==> src/rtl/dmem_responder.sv <==
// Memory-side responder for the dCPU bus: a 256x8 RAM behind a LOAD/RUN/DUMP/DONE
// run-control FSM that streams a program in, runs the CPU, then streams memory out.
module dmem_responder #(
  parameter int          DUMP_LEN = 256,
  parameter int          CNT_W    = 16,
  parameter logic [7:0]  FILL     = 8'h90
) (
  input  logic             clk,
  input  logic             rst_n,
  input  logic [7:0]       cpu_addr,
  input  logic             cpu_R,
  input  logic             cpu_W,
  input  logic [7:0]       cpu_wdata,
  input  logic             cpu_stop,
  output logic [7:0]       cpu_rdata,
  output logic             cpu_rst,
  input  logic             load_valid,
  input  logic [7:0]       load_data,
  input  logic             load_last,
  output logic             load_ready,
  output logic             dump_valid,
  output logic [7:0]       dump_data,
  output logic             dump_last,
  input  logic             dump_ready,
  input  logic             restart,
  output logic [CNT_W-1:0] rd_count,
  output logic [CNT_W-1:0] wr_count,
  output logic             bus_err
);

  typedef enum logic [1:0] {
    S_LOAD = 2'd0,
    S_RUN  = 2'd1,
    S_DUMP = 2'd2,
    S_DONE = 2'd3
  } state_t;

  localparam logic [7:0] DUMP_END = 8'(DUMP_LEN - 1);

  state_t     state, state_nxt;
  logic [7:0] mem [256];
  logic [7:0] lptr, lptr_nxt;
  logic [7:0] dptr, dptr_nxt;
  logic       armed;
  logic       rd_act, wr_act;
  logic       load_we, cpu_we;

  function automatic logic [CNT_W-1:0] sat_inc(input logic [CNT_W-1:0] v);
    return (&v) ? v : v + CNT_W'(1);
  endfunction

  // CPU strobe decode: only meaningful while the CPU is running
  always_comb begin
    rd_act  = (state == S_RUN) && !cpu_R;
    wr_act  = (state == S_RUN) && !cpu_W;
    cpu_we  = wr_act && cpu_R;
    load_we = (state == S_LOAD) && armed && load_valid;
  end

  // Zero-wait reads: the CPU samples cpu_rdata at the edge closing its R-low cycle
  always_comb begin
    cpu_rdata = rd_act ? mem[cpu_addr] : FILL;
    dump_data = mem[dptr];
  end

  always_ff @(posedge clk) begin
    if (load_we) begin
      mem[lptr] <= load_data;
    end else if (cpu_we) begin
      mem[cpu_addr] <= cpu_wdata;
    end
  end

  always_ff @(posedge clk or negedge rst_n) begin
    if (!rst_n) begin
      state <= S_LOAD;
      lptr  <= '0;
      dptr  <= '0;
      armed <= 1'b0;
    end else begin
      state <= state_nxt;
      lptr  <= lptr_nxt;
      dptr  <= dptr_nxt;
      armed <= 1'b1;
    end
  end

  always_comb begin
    state_nxt  = state;
    lptr_nxt   = lptr;
    dptr_nxt   = dptr;
    cpu_rst    = 1'b1;
    load_ready = 1'b0;
    dump_valid = 1'b0;
    dump_last  = 1'b0;
    case (state)
      S_LOAD: begin
        // armed keeps load_ready low for the first cycle out of reset
        load_ready = armed;
        if (load_we) begin
          lptr_nxt = lptr + 8'd1;
          if (load_last || (lptr == 8'hFF)) begin
            state_nxt = S_RUN;
            lptr_nxt  = '0;
          end
        end
      end
      S_RUN: begin
        cpu_rst = 1'b0;
        if (cpu_stop) begin
          state_nxt = S_DUMP;
        end
      end
      S_DUMP: begin
        dump_valid = 1'b1;
        dump_last  = (dptr == DUMP_END);
        if (dump_ready) begin
          if (dptr == DUMP_END) begin
            state_nxt = S_DONE;
            dptr_nxt  = '0;
          end else begin
            dptr_nxt = dptr + 8'd1;
          end
        end
      end
      S_DONE: begin
        if (restart) begin
          state_nxt = S_LOAD;
        end
      end
      default: state_nxt = S_LOAD;
    endcase
  end

  // Access statistics survive restart; only rst_n clears them
  always_ff @(posedge clk or negedge rst_n) begin
    if (!rst_n) begin
      rd_count <= '0;
      wr_count <= '0;
      bus_err  <= 1'b0;
    end else begin
      if (rd_act && !wr_act) begin
        rd_count <= sat_inc(rd_count);
      end
      if (wr_act && !rd_act) begin
        wr_count <= sat_inc(wr_count);
      end
      if (rd_act && wr_act) begin
        bus_err <= 1'b1;
      end
    end
  end

endmodule

==> config.mk <==
export PLATFORM = sky130hd
export DESIGN_NAME = dmem_responder
export DESIGN_NICKNAME = d
export VERILOG_FILES = /design/src/rtl/dmem_responder.sv
export SDC_FILE = /design/constraint.sdc
export NUM_CORES = 2
export LEC_CHECK = 0
export ABC_AREA = 1
export CORE_ASPECT_RATIO = 1.25
export CORE_UTILIZATION = 35
export DETAILED_ROUTE_END_ITERATION = 8
export GPL_ROUTABILITY_DRIVEN = 0
export HOLD_SLACK_MARGIN = 0.1
export PLACE_DENSITY = 0.51
export SETUP_SLACK_MARGIN = 0.15
export SLEW_MARGIN = 20
export SYNTH_ARGS = -nofsm -noshare
export SYNTH_HDL_FRONTEND = slang
export SYNTH_SLANG_ARGS = --single-unit
==> constraint.sdc <==
create_clock -name clk -period 3.48 [get_ports clk]
set_input_delay 0.696 -clock clk [delete_from_list [all_inputs] [get_ports clk]]
set_output_delay 0.696 -clock clk [all_outputs]
set_load 0.05 [all_outputs]
==> flow_summary_export.csv <==
group,metric,value,unit
layout,areaGrowthSynthToFinish,31.3,%
pwr,cell_internal_pwr,58.3,mW
pwr,swShare,40.1,%
clock_network,clkSinkCount,2100,
global_route,grt_max_degree,97,
clock_network,root_buffer,"clkbuf_16",
layout,final_nets,12642,
timing,timing.final.crit_share,129,%
synthesis,yosysWarningCount,0,
layout,fillerInstances,27542,
timing,slew_headroom,29.8,%
outcome,outcome,"finished with violations",
pwr,p_leak,51.9,nW
synthesis,synth.distinct_cells,41,
synthesis,synth_seq_cells,2100,
outcome,failed_checks,"setup timing",
timing,fmax,0.222,GHz
synthesis,ys_top_cells_by_area,"edfxtp_1, nand3_1, nand2_1, nor2_1, o21ai_0",
layout,multi_input_area,42800,um^2
placement,place_hpwl,294000,um
pwr,power_density,703,nW/um^2
setup_path,path_max_fanout,22,
timing,period_needed,4500,ps
pwr,clockPowerShare,24.9,%
clock_network,cts_max_level,4,
die,num_rows,224,
die,die_height,616,um
clock_network,cts_tree,"built",
layout,drive_gt1_share,21.4,%
global_route,grt_first_pass_wirelength,656000,um
timing,hold_slack,386,ps
timing,hold_viol_final,0,
setup_path,worstPathRequired,2780,ps
detailed_routing,drt-total-wl,466000,um
detailed_routing,ant_nets,0,
setup_path,critPathLaunchType,"flop",
global_route,grt_overflow,0,
job,drv_cap,0,
setup_path,rrSetupSlack,270,ps
detailed_routing,drt-initial-drc-count,12320,
timing,rsz0062_at_grt,"yes",
timing,timing.final.setup_violations,17,
clock_network,clk_transition_reported_paths,60,ps
clock_network,numCtsBuffers,219,
setup_path,critPathKind,"flop to output port",
die,die_w,493,um
layout,mostFrequentLayoutCell,"nand2_1",
synthesis,async_flop_share,2.48,%
synthesis,yosysTopAreaCell,"edfxtp_1",
global_route,grt_usage,29.4,%
timing,skew,47.2,ps
setup_path,cp.arrival,3800,ps
pwr,seqPwrFrac,29.8,%
pwr,p_total,97.3,mW
placement,placed_cell_area,121000,um^2
detailed_routing,first_pass_iters,9,
detailed_routing,post-route-drc-count,0,
detailed_routing,vias,98524,
die,initial_core_util,35.3,%
pwr,p_switching,39.0,mW
global_route,grt_pass1_vias,93390,
setup_path,crit_path_end_kind,"output port",
detailed_routing,viasPerCell,5.89,
synthesis,synth_fp_nets,11715,
timing,worst-slew-pin-transition,1050,ps
layout,design_area,138000,um^2
synthesis,synthesis.area,105000,um^2
pwr,ir_drop,1.09,mV
synthesis,yosys_most_used_dff,"edfxtp_1",
die,ios,86,
synthesis,synth_edf_count,2048,
clock_network,clk_latency,920,ps
synthesis,synth_top_cell_area_share,58.3,%
die,core,299000,um^2
clock_network,clk_path_buf_depth,4,
die,die_area,303000,um^2
timing,drv_slew,0,
layout,seqCellArea,62800,um^2
synthesis,avgSynthCellArea,9.03,um^2
synthesis,syn_inst,11674,
detailed_routing,post_drt_wl_per_cell,27.8,um
timing,worst_slack,-1020,ps
worst_hold_path,hold_path.class,"input pin to async pin",
synthesis,ys_seq_area_share,59.6,%
global_route,antenna_found_initial,11,
layout,final_cell_mix,"nand2_1, nand3_1, edfxtp_1",
pwr,power_frac_comb,45.3,%
placement,io_buffers,85,
## kinds of logic (layout without fill, tap and decap cells)
kind of cell	count (synthesis)	in the layout	synth area share, %
and+or+nand+nor	7217	7217	29.1
muxes	9	9	0.0961
adders and majority gates	8	8	0.0950
xor gates and xnor gates	32	32	0.266
other	1	13	0.00356
DFF	2100	2100	59.6
AOI/OAI and AO/OA	1253	1253	6.68
buffers and inverters	1054	2154	4.23
## power by group through the flow
stage / Sequential, mW / Clock (mW) / Combinational (mW)
after floorplan: 29.8 / 0 / 18.1
after global placement: 29.6 / 0 / 36.3
after detailed placement: 29.6 / 0 / 36.5
after CTS: 29.0 / 24.4 / 40.9
after global routing: 29.0 / 25.3 / 45.9
final: 29.0 / 24.2 / 44.1
## per-layer routing
layer / wire length, um / track usage (%) / vias up
met2: 213000 / 46.9 / 6540
met1: 172000 / 36.6 / 47846
met4: 33600 / 18.5 / 6
met3: 47700 / 5.57 / 1484
li1: - / - / 42648
met5: 41 / 0 / -
## final timing paths
kind                            startpoint            to  cells past startpoint
worst max-delay path               dptr[0]  dump_data[7]                     19
worst min-delay path                 rst_n  wr_count[14]                      2
worst max register to register    state[1]    mem[13][0]                     16
worst min register to register     bus_err       bus_err                      1
max in group asynchronous            rst_n       dptr[3]                      3
min in group clk                   bus_err       bus_err                      1
## per-stage QoR
stage | std cells | setup WS (ps) | util (%) | setup TNS, ps
floorplan | 11674 | -634 | - | -1298500
global placement | 16075 | -939 | 40.5 | -132070
detailed placement | 16075 | -853 | 40.5 | -137740
CTS | 16619 | -1010 | 44.9 | -10270
global route | 16733 | -1070 | 46.3 | -10900
finish | 16741 | -1020 | 46.3 | -10390
## synth_stat cells, drive strengths merged, types with 7 or more instances
cell type and count:
edfxtp 2048, xor2 25, inv 122, ha 8, o21ai 792, dfrtp 52
o211ai 220, o31ai 11, nand2 3101, clkinv 7, nand4 7, nand3 2694
a21oi 117, buf 433, mux2 9, clkbuf 492, nor3 13, nor2 1394
xnor2 7, o22ai 112
## timing repair
| item | in CTS | in global routing |
|---|---|---|
| hold endpoints to repair | 33 | 0 |
| cloned | 50 | 47 |
| endpoints found under the setup margin | 24 | 506 |
| setup buffers | 99 | 64 |
| hold buffers | 1 | 0 |
| pin swaps | 128 | 229 |
| resized for setup | 801 | 609 |
## critical path, cell delays in order, from the launching register on
cell and delay, ps:
dfrtp_4 510, buf_12 200, buf_12 190, buf_4 150, buf_12 160, nand2_1 80
nand3_1 110, nand3_2 110, nand3_2 110, nand3_2 90, nand2_4 120, nand2_1 100
nand3_4 160, nand2_2 70, nand2_2 120, inv_2 60, buf_12 130, nand2_1 90
buf_6 130, buf_12 130
## registers in the layout, summed over array words and instances, names as in the netlist
name      flops
armed         1
bus_err       1
dptr          8
lptr          8
mem        2048
rd_count     16
state         2
wr_count     16
## final cells by class
| class | instances | area share [%] |
|---|---|---|
| inverter | 129 | 0.448 |
| clock inverter | 136 | 0.969 |
| timing repair inverter | 5 | 0.0931 |
| multi-input combinational | 8520 | 30.9 |
| sequential | 2100 | 45.4 |
| timing repair buffer | 1626 | 14.4 |
| clock buffer | 258 | 4.20 |
| antenna | 12 | 0.0217 |
| tap | 3955 | 3.57 |
(Power assumes the default switching activity.)
